--- src/rtl/dt_pkg.sv ---
// Shared image constants and sequencing state type for the distance-transform blocks.
package dt_pkg;

  localparam int IMG_W     = 128;
  localparam int IMG_H     = 128;
  localparam int WORD_BITS = 16;
  localparam int PIX_AW    = 14;
  localparam int WORD_AW   = 10;

  typedef enum logic [1:0] {
    IDLE   = 2'd0,
    STREAM = 2'd1,
    FLUSH  = 2'd2,
    DONE   = 2'd3
  } dt_state_e;

endpackage

--- src/rtl/dt_pack_shreg.sv ---
// MSB-first 16-bit packer: shifts one bit per enabled cycle into the LSB and
// presents the completed word, with a one-cycle valid, the cycle after the
// 16th bit arrives. The output word holds until the next word completes.
module dt_pack_shreg
  import dt_pkg::*;
(
  input  logic                 clk,
  input  logic                 rst,
  input  logic                 clr,
  input  logic                 en,
  input  logic                 bit_in,
  output logic [WORD_BITS-1:0] word,
  output logic                 word_vld
);

  logic [WORD_BITS-1:0] sh_q, sh_d;
  logic [WORD_BITS-1:0] word_q, word_d;
  logic [3:0]           fill_q, fill_d;
  logic                 vld_q, vld_d;

  // Shift, count fill and latch the word on the 16th bit.
  always_comb begin
    sh_d   = sh_q;
    word_d = word_q;
    fill_d = fill_q;
    vld_d  = 1'b0;
    if (clr) begin
      fill_d = 4'd0;
    end else if (en) begin
      sh_d   = {sh_q[WORD_BITS-2:0], bit_in};
      fill_d = fill_q + 4'd1;
      if (fill_q == 4'd15) begin
        word_d = sh_d;
        vld_d  = 1'b1;
      end
    end
  end

  // State registers.
  always_ff @(posedge clk or negedge rst) begin
    if (!rst) begin
      sh_q   <= '0;
      word_q <= '0;
      fill_q <= 4'd0;
      vld_q  <= 1'b0;
    end else begin
      sh_q   <= sh_d;
      word_q <= word_d;
      fill_q <= fill_d;
      vld_q  <= vld_d;
    end
  end

  assign word     = word_q;
  assign word_vld = vld_q;

endmodule

--- src/rtl/dt_bitpack.sv ---
// Streams the distance map out of the result RAM, thresholds each pixel and
// writes the packed bit-plane image.
//
// state  | meaning
// IDLE   | waiting for start
// STREAM | issuing pixel reads 0..16383
// FLUSH  | reads done, draining the last pixel and last word write
// DONE   | one-cycle completion pulse
module dt_bitpack
  import dt_pkg::*;
#(
  parameter int PIX_AW  = 14,
  parameter int WORD_AW = 10
) (
  input  logic               clk,
  input  logic               rst,
  input  logic               start,
  input  logic [7:0]         thr,
  output logic               busy,
  output logic               done,
  output logic               res_rd,
  output logic [PIX_AW-1:0]  res_addr,
  input  logic [7:0]         res_di,
  output logic               pk_wr,
  output logic [WORD_AW-1:0] pk_addr,
  output logic [15:0]        pk_do,
  output logic [14:0]        pk_cnt
);

  localparam logic [PIX_AW-1:0] PIX_LAST = '1;

  dt_state_e          state_q, state_d;
  logic [7:0]         thr_q, thr_d;
  logic               res_rd_q, res_rd_d;
  logic [PIX_AW-1:0]  res_addr_q, res_addr_d;
  logic               vld_q, vld_d;
  logic [WORD_AW-1:0] pk_addr_q, pk_addr_d;
  logic [14:0]        pk_cnt_q, pk_cnt_d;
  logic               clr;
  logic               pix_bit;
  logic               word_vld;
  logic [15:0]        word;

  assign pix_bit = (res_di >= thr_q);

  // Sequencing, read issue, one-bit counting and packed address advance.
  always_comb begin
    state_d    = state_q;
    thr_d      = thr_q;
    res_rd_d   = res_rd_q;
    res_addr_d = res_addr_q;
    vld_d      = res_rd_q;
    pk_addr_d  = pk_addr_q;
    pk_cnt_d   = pk_cnt_q;
    clr        = 1'b0;

    if (vld_q && pix_bit) pk_cnt_d = pk_cnt_q + 15'd1;
    if (word_vld)         pk_addr_d = pk_addr_q + 1'b1;

    case (state_q)
      IDLE: begin
        if (start) begin
          thr_d      = thr;
          pk_cnt_d   = 15'd0;
          res_addr_d = '0;
          res_rd_d   = 1'b1;
          clr        = 1'b1;
          state_d    = STREAM;
        end
      end
      STREAM: begin
        if (res_addr_q == PIX_LAST) begin
          res_rd_d = 1'b0;
          state_d  = FLUSH;
        end else begin
          res_addr_d = res_addr_q + 1'b1;
        end
      end
      FLUSH: begin
        if (word_vld && !vld_q) state_d = DONE;
      end
      DONE: begin
        state_d = IDLE;
      end
      default: begin
        state_d = IDLE;
      end
    endcase
  end

  // State registers.
  always_ff @(posedge clk or negedge rst) begin
    if (!rst) begin
      state_q    <= IDLE;
      thr_q      <= 8'd0;
      res_rd_q   <= 1'b0;
      res_addr_q <= '0;
      vld_q      <= 1'b0;
      pk_addr_q  <= '0;
      pk_cnt_q   <= 15'd0;
    end else begin
      state_q    <= state_d;
      thr_q      <= thr_d;
      res_rd_q   <= res_rd_d;
      res_addr_q <= res_addr_d;
      vld_q      <= vld_d;
      pk_addr_q  <= pk_addr_d;
      pk_cnt_q   <= pk_cnt_d;
    end
  end

  dt_pack_shreg u_shreg (
    .clk      (clk),
    .rst      (rst),
    .clr      (clr),
    .en       (vld_q),
    .bit_in   (pix_bit),
    .word     (word),
    .word_vld (word_vld)
  );

  assign busy     = (state_q != IDLE);
  assign done     = (state_q == DONE);
  assign res_rd   = res_rd_q;
  assign res_addr = res_addr_q;
  assign pk_wr    = word_vld;
  assign pk_addr  = pk_addr_q;
  assign pk_do    = word;
  assign pk_cnt   = pk_cnt_q;

endmodule

--- config.mk ---
export PLATFORM = sky130hd
export DESIGN_NAME = dt_bitpack
export DESIGN_NICKNAME = d
export VERILOG_FILES = /design/src/rtl/dt_pkg.sv /design/src/rtl/dt_pack_shreg.sv /design/src/rtl/dt_bitpack.sv
export SDC_FILE = /design/constraint.sdc
export NUM_CORES = 1
export LEC_CHECK = 0
export CORE_ASPECT_RATIO = 2
export CORE_MARGIN = 1.5
export CORE_UTILIZATION = 47
export DETAILED_ROUTE_END_ITERATION = 12
export PLACE_DENSITY = 0.77
export SYNTH_ARGS = -nofsm -noshare
export SYNTH_HDL_FRONTEND = slang
export SYNTH_HIERARCHICAL = 1
export SYNTH_SLANG_ARGS = --single-unit
export TNS_END_PERCENT = 30
--- constraint.sdc ---
create_clock -name clk -period 2.5 [get_ports clk]
set_input_delay 0.375 -clock clk [delete_from_list [all_inputs] [get_ports clk]]
set_output_delay 0.375 -clock clk [all_outputs]
set_load 0.02 [all_outputs]
==> results of run 1 <==
[Yosys cell counts, types with 3 or more instances]
master                      n  area [µm²]
sky130_fd_sc_hd__nand3_1   10       50.05
sky130_fd_sc_hd__mux2_2    24       270.3
sky130_fd_sc_hd__ha_1      16       200.2
sky130_fd_sc_hd__o31ai_1    3       22.52
sky130_fd_sc_hd__nor4_1     3       18.77
sky130_fd_sc_hd__mux2_4     9       135.1
sky130_fd_sc_hd__nand4_1   15       93.84
sky130_fd_sc_hd__or4_1      3       22.52
sky130_fd_sc_hd__o21ai_1    5       25.02
sky130_fd_sc_hd__o21ai_0   10       50.05
sky130_fd_sc_hd__dfrtp_1   87        2177
sky130_fd_sc_hd__a21oi_2    3       26.28
sky130_fd_sc_hd__nand2b_1   8       50.05
sky130_fd_sc_hd__a21oi_1    7       35.03
sky130_fd_sc_hd__xor2_1    14       122.6
sky130_fd_sc_hd__clkbuf_1   5       18.77
sky130_fd_sc_hd__nor2_1    24       90.09
sky130_fd_sc_hd__a41o_1     3       30.03
sky130_fd_sc_hd__inv_1     18       67.56
sky130_fd_sc_hd__nand2_1   35       131.4
sky130_fd_sc_hd__xnor2_1   10       87.58
sky130_fd_sc_hd__mux2i_1    5       50.05
sky130_fd_sc_hd__and3_1     9       56.30
[through the flow]
step | cells | power, µW | utilization
after floorplan | 363 | 1446 | -
after global placement | 533 | 1511 | 0.5859
after detailed placement | 533 | 1512 | 0.5859
after CTS | 549 | 3145 | 0.6288
after global routing | 549 | 3192 | 0.6288
final | 549 | 3110 | 0.6288
[cells by family after synthesis]
group                    count (synthesis)
AND/OR/NAND/NOR                        117
flip-flops                              87
AO/OA/AOI/OAI                           47
multiplexers                            39
buffers and inverters                   33
XOR/XNOR                                24
adder cells (fa/ha/maj)                 16
[flip-flops by register name, summed over array words and instances (netlist names), 2 cells and up]
name	flops
res_addr	14
thr_q	8
u_shreg/word	16
u_shreg/fill_q	4
u_shreg/sh_q	15
pk_cnt	15
state_q	2
pk_addr	10
[cell type report]
| type | instances | area, µm² | share of cell area |
|---|---|---|---|
| Timing Repair Buffer | 84 | 845.8 | 0.1555 |
| Clock buffer | 9 | 225.2 | 0.04142 |
| Tap cell | 100 | 125.1 | 0.02301 |
| Sequential cell | 87 | 2177 | 0.4004 |
| Inverter | 19 | 73.82 | 0.01358 |
| Multi-Input combinational cell | 243 | 1846 | 0.3394 |
| Clock inverter | 7 | 145.1 | 0.02669 |
[path summary, 6_finish.rpt]
check / cells past startpoint / to / from
max in group asynchronous: 2 / res_addr[12]$_DFFE_PN0P_ / rst
setup reg to reg: 7 / res_addr[3]$_DFFE_PN0P_ / state_q[0]$_DFFE_PN0P_
hold reg to reg: 0 / vld_q$_DFF_PN0_ / res_rd$_DFFE_PN0P_
hold / removal: 1 / pk_cnt[9]$_DFF_PN0_ / rst
setup / recovery: 4 / busy / state_q[0]$_DFFE_PN0P_
min in group clk: 0 / vld_q$_DFF_PN0_ / res_rd$_DFFE_PN0P_
[critical path: stages, from the launching register on]
cell	delay [ns]
sky130_fd_sc_hd__dfrtp_1	0.38
sky130_fd_sc_hd__inv_1	0.09
sky130_fd_sc_hd__ha_1	0.30
sky130_fd_sc_hd__inv_1	0.09
sky130_fd_sc_hd__clkdlybuf4s50_1	0.60
[power groups by stage]
stage | registers (µW) | clock network [µW] | logic [µW]
3_5_place_dp | 1440 | 0 | 76.5
4_1_cts | 1410 | 1660 | 76.8
6_report | 1410 | 1630 | 74.1
3_3_place_gp | 1440 | 0 | 75.7
5_1_grt | 1410 | 1700 | 83.7
2_1_floorplan | 1440 | 0 | 9.41
[per-layer routing]
| layer | track usage | up-vias | routed length [µm] |
|---|---|---|---|
| met4 | 0.06410 | 0 | 106 |
| met5 | 0 | - | 0 |
| met2 | 0.3460 | 66 | 4691 |
| li1 | - | 1444 | - |
| met3 | 0.03240 | 9 | 289 |
| met1 | 0.2068 | 1532 | 3396 |
[cells in the final DEF, fill, tap and decap left out, types with 8 or more instances in the layout]
master	Yosys	final
sky130_fd_sc_hd__mux2_4	9	9
sky130_fd_sc_hd__ha_1	16	16
sky130_fd_sc_hd__clkbuf_16	0	9
sky130_fd_sc_hd__xnor2_1	10	10
sky130_fd_sc_hd__nand2_1	35	35
sky130_fd_sc_hd__clkdlybuf4s50_1	0	76
sky130_fd_sc_hd__o21ai_0	10	10
sky130_fd_sc_hd__and3_1	9	9
sky130_fd_sc_hd__dfrtp_1	87	87
sky130_fd_sc_hd__nand2b_1	8	8
sky130_fd_sc_hd__nor2_1	24	24
sky130_fd_sc_hd__xor2_1	14	14
sky130_fd_sc_hd__nand4_1	15	15
sky130_fd_sc_hd__nand3_1	10	10
sky130_fd_sc_hd__inv_1	18	18
sky130_fd_sc_hd__mux2_2	24	24
==> summary.md, run 1 <==
CTS built an H-tree with a depth of 3. The run gives 537.7 µV as the worst voltage drop across the vdd grid. The run gives 2.12 ns as the required time at the endpoint of the critical path.

Core region area: 0.008648 mm². For this design, the sink count on the clock tree is 87. After clock tree synthesis, the repair step resized 0 gates.

The count of endpoints failing hold in the final timing report is 0, and the die boundary height is 136.8 µm. The first global-routing pass estimated 14.11 mm of wire. The share of post-route cells with drive strength above 1 works out to 0.1559.

The post-route clock period utilization works out to 0.8663. The synthesized design contains 0 enable-type register cells. The synthesized cell area was 0.004209 mm²; the share of flip-flops with an asynchronous set or reset after synthesis was 1.000.

Entering global routing, the biggest net connects 51 pins. Counting the fill cells in the layout gives 724. The run finished with clean final reports.

The share of synthesized cell area in full adder, half adder and majority cells works out to 0.04756. Setup total negative slack on the finished layout was measured at 0 ns. Setup slack closes at 0.3342 ns. The switching power came out at 587.2 µW. The run gives 0 as the total global routing overflow.

Post-synthesis compound-gate area fraction: 0.08294. The placed instances occupy a cell area of 0.005067 mm². The total DRC errors in the routed layout was 0; the proportion of total power due to net switching was 0.1888. The worst setup path is of the flop to output pin kind.

After clock tree synthesis, the setup repair step added 0 buffers. During I/O placement, the number of pins put on the boundary was 78. Buffers inserted during clock tree synthesis total 9. The part of the total power dissipated in sequential elements came out at 0.453. The number of vias per cell after detailed routing is 5.557, and the xor-xnor portion of the synthesized cell area is 0.04994. The logs give 0 for the count of hold buffers inserted by post-cts repair and 3027 for the number of global-route vias before repair.

The synthesized-area fraction occupied by and/or/nand/nor cells works out to 0.1466. At the placement stage, the worst setup path has a slack of -0.01936 ns. Setup clock skew after layout: 0.003731 ns. At the end of routability-driven placement, the weighted congestion stood at 0.8157.

Once detail routing completed, the nets flagged for antenna violations numbered 0. In this run the worst path has a maximum fanout of 6. The die is 69.92 µm wide. The synthesized netlist contains 51 unique library cells. The clock transition at the register clock pins on the worst setup and hold paths after CTS was 0.06 ns; the yosys synthesis warning count was 6.

By area, the combinational part of the netlist is dominated by simple AND/OR/NAND/NOR gates. TritonCTS built the clock tree. The logs give 0.523 for the clock share of power and 101 for the violation count after the first detailed-routing iteration. The logs give 0.1844 for the total routing resource utilization after global routing and 0.005438 mm² for the post-layout instance area.

STA classifies the critical path endpoint as an output pin. The internal portion of the total power is 2523 µW. For this run, the top clock speed supported by timing is 461.7 MHz. The share of synthesized area spent on multiplexers is 0.1115.

STA classifies the critical path startpoint as a flop. Synthesis produced 363 cells. The number of buffers added on ports was 77. The cell sitting at the root of the clock tree is a sky130_fd_sc_hd__clkbuf_16. The initial antenna violation count was 0; the worst-case clock buffer depth was 2.

Among all flip-flop cells after synthesis, the most frequent one is sky130_fd_sc_hd__dfrtp_1. The pre-antenna-repair detailed-routing pass consisted of 4 iterations. For the finished layout, the period the worst path requires is 2.166 ns. The worst hold path belongs to the class primary input to async pin. The total number of nets in the final design was 479.

The source-to-sink clock delay at the later pin of the worst-skew pair was 0.33 ns. The run gives 0.024 as the share of power burned in combinational logic. For the worst setup path, the data arrival time is 1.79 ns. The routed wire length was 8.484 mm. Area growth from synthesis to layout: 29.19%. Setup repair after global routing left no endpoint under its margin.

For the tightest slew margin relative to the limit, the log shows 0.6338. The starting density of the core is 0.4867, and the final number of setup-violating endpoints is 0. Counting every net in the synthesized netlist gives 398. For this design the ratio of total power to cell area is 572.0 mW/mm².

The logs give 6.028 mm for the half-perimeter wire length of the detailed placement result and 0.009566 mm² for the overall die area. The transition time of the tightest slew-check pin was 0.5386 ns; the routed wire length per instance was 15.45 µm. The reported leakage power is 0.002492 µW. Averaged over all synthesized cells, the footprint is 11.60 µm². The sequential cell area fraction in the yosys report was 0.5172; the flop-to-flop setup slack was 0.41 ns. Number of register bits inferred by synthesis: 87. The total number of vias is 3051, and the number of rows in the core area is 48. Max-cap violations in this run came to 0. Hold timing on the final database bottoms out at a slack of 0.01665 ns. The logs give 0 for the number of max-slew violations in the final report and 0 for the antenna cell count.
(Power assumes the default switching activity.)
==> run 2, diff against run 1 <==
- CTS_CLUSTER_SIZE: default -> 12
==> results of run 2 <==
The final DEF is identical to that of run 1; final timing and power are the same.
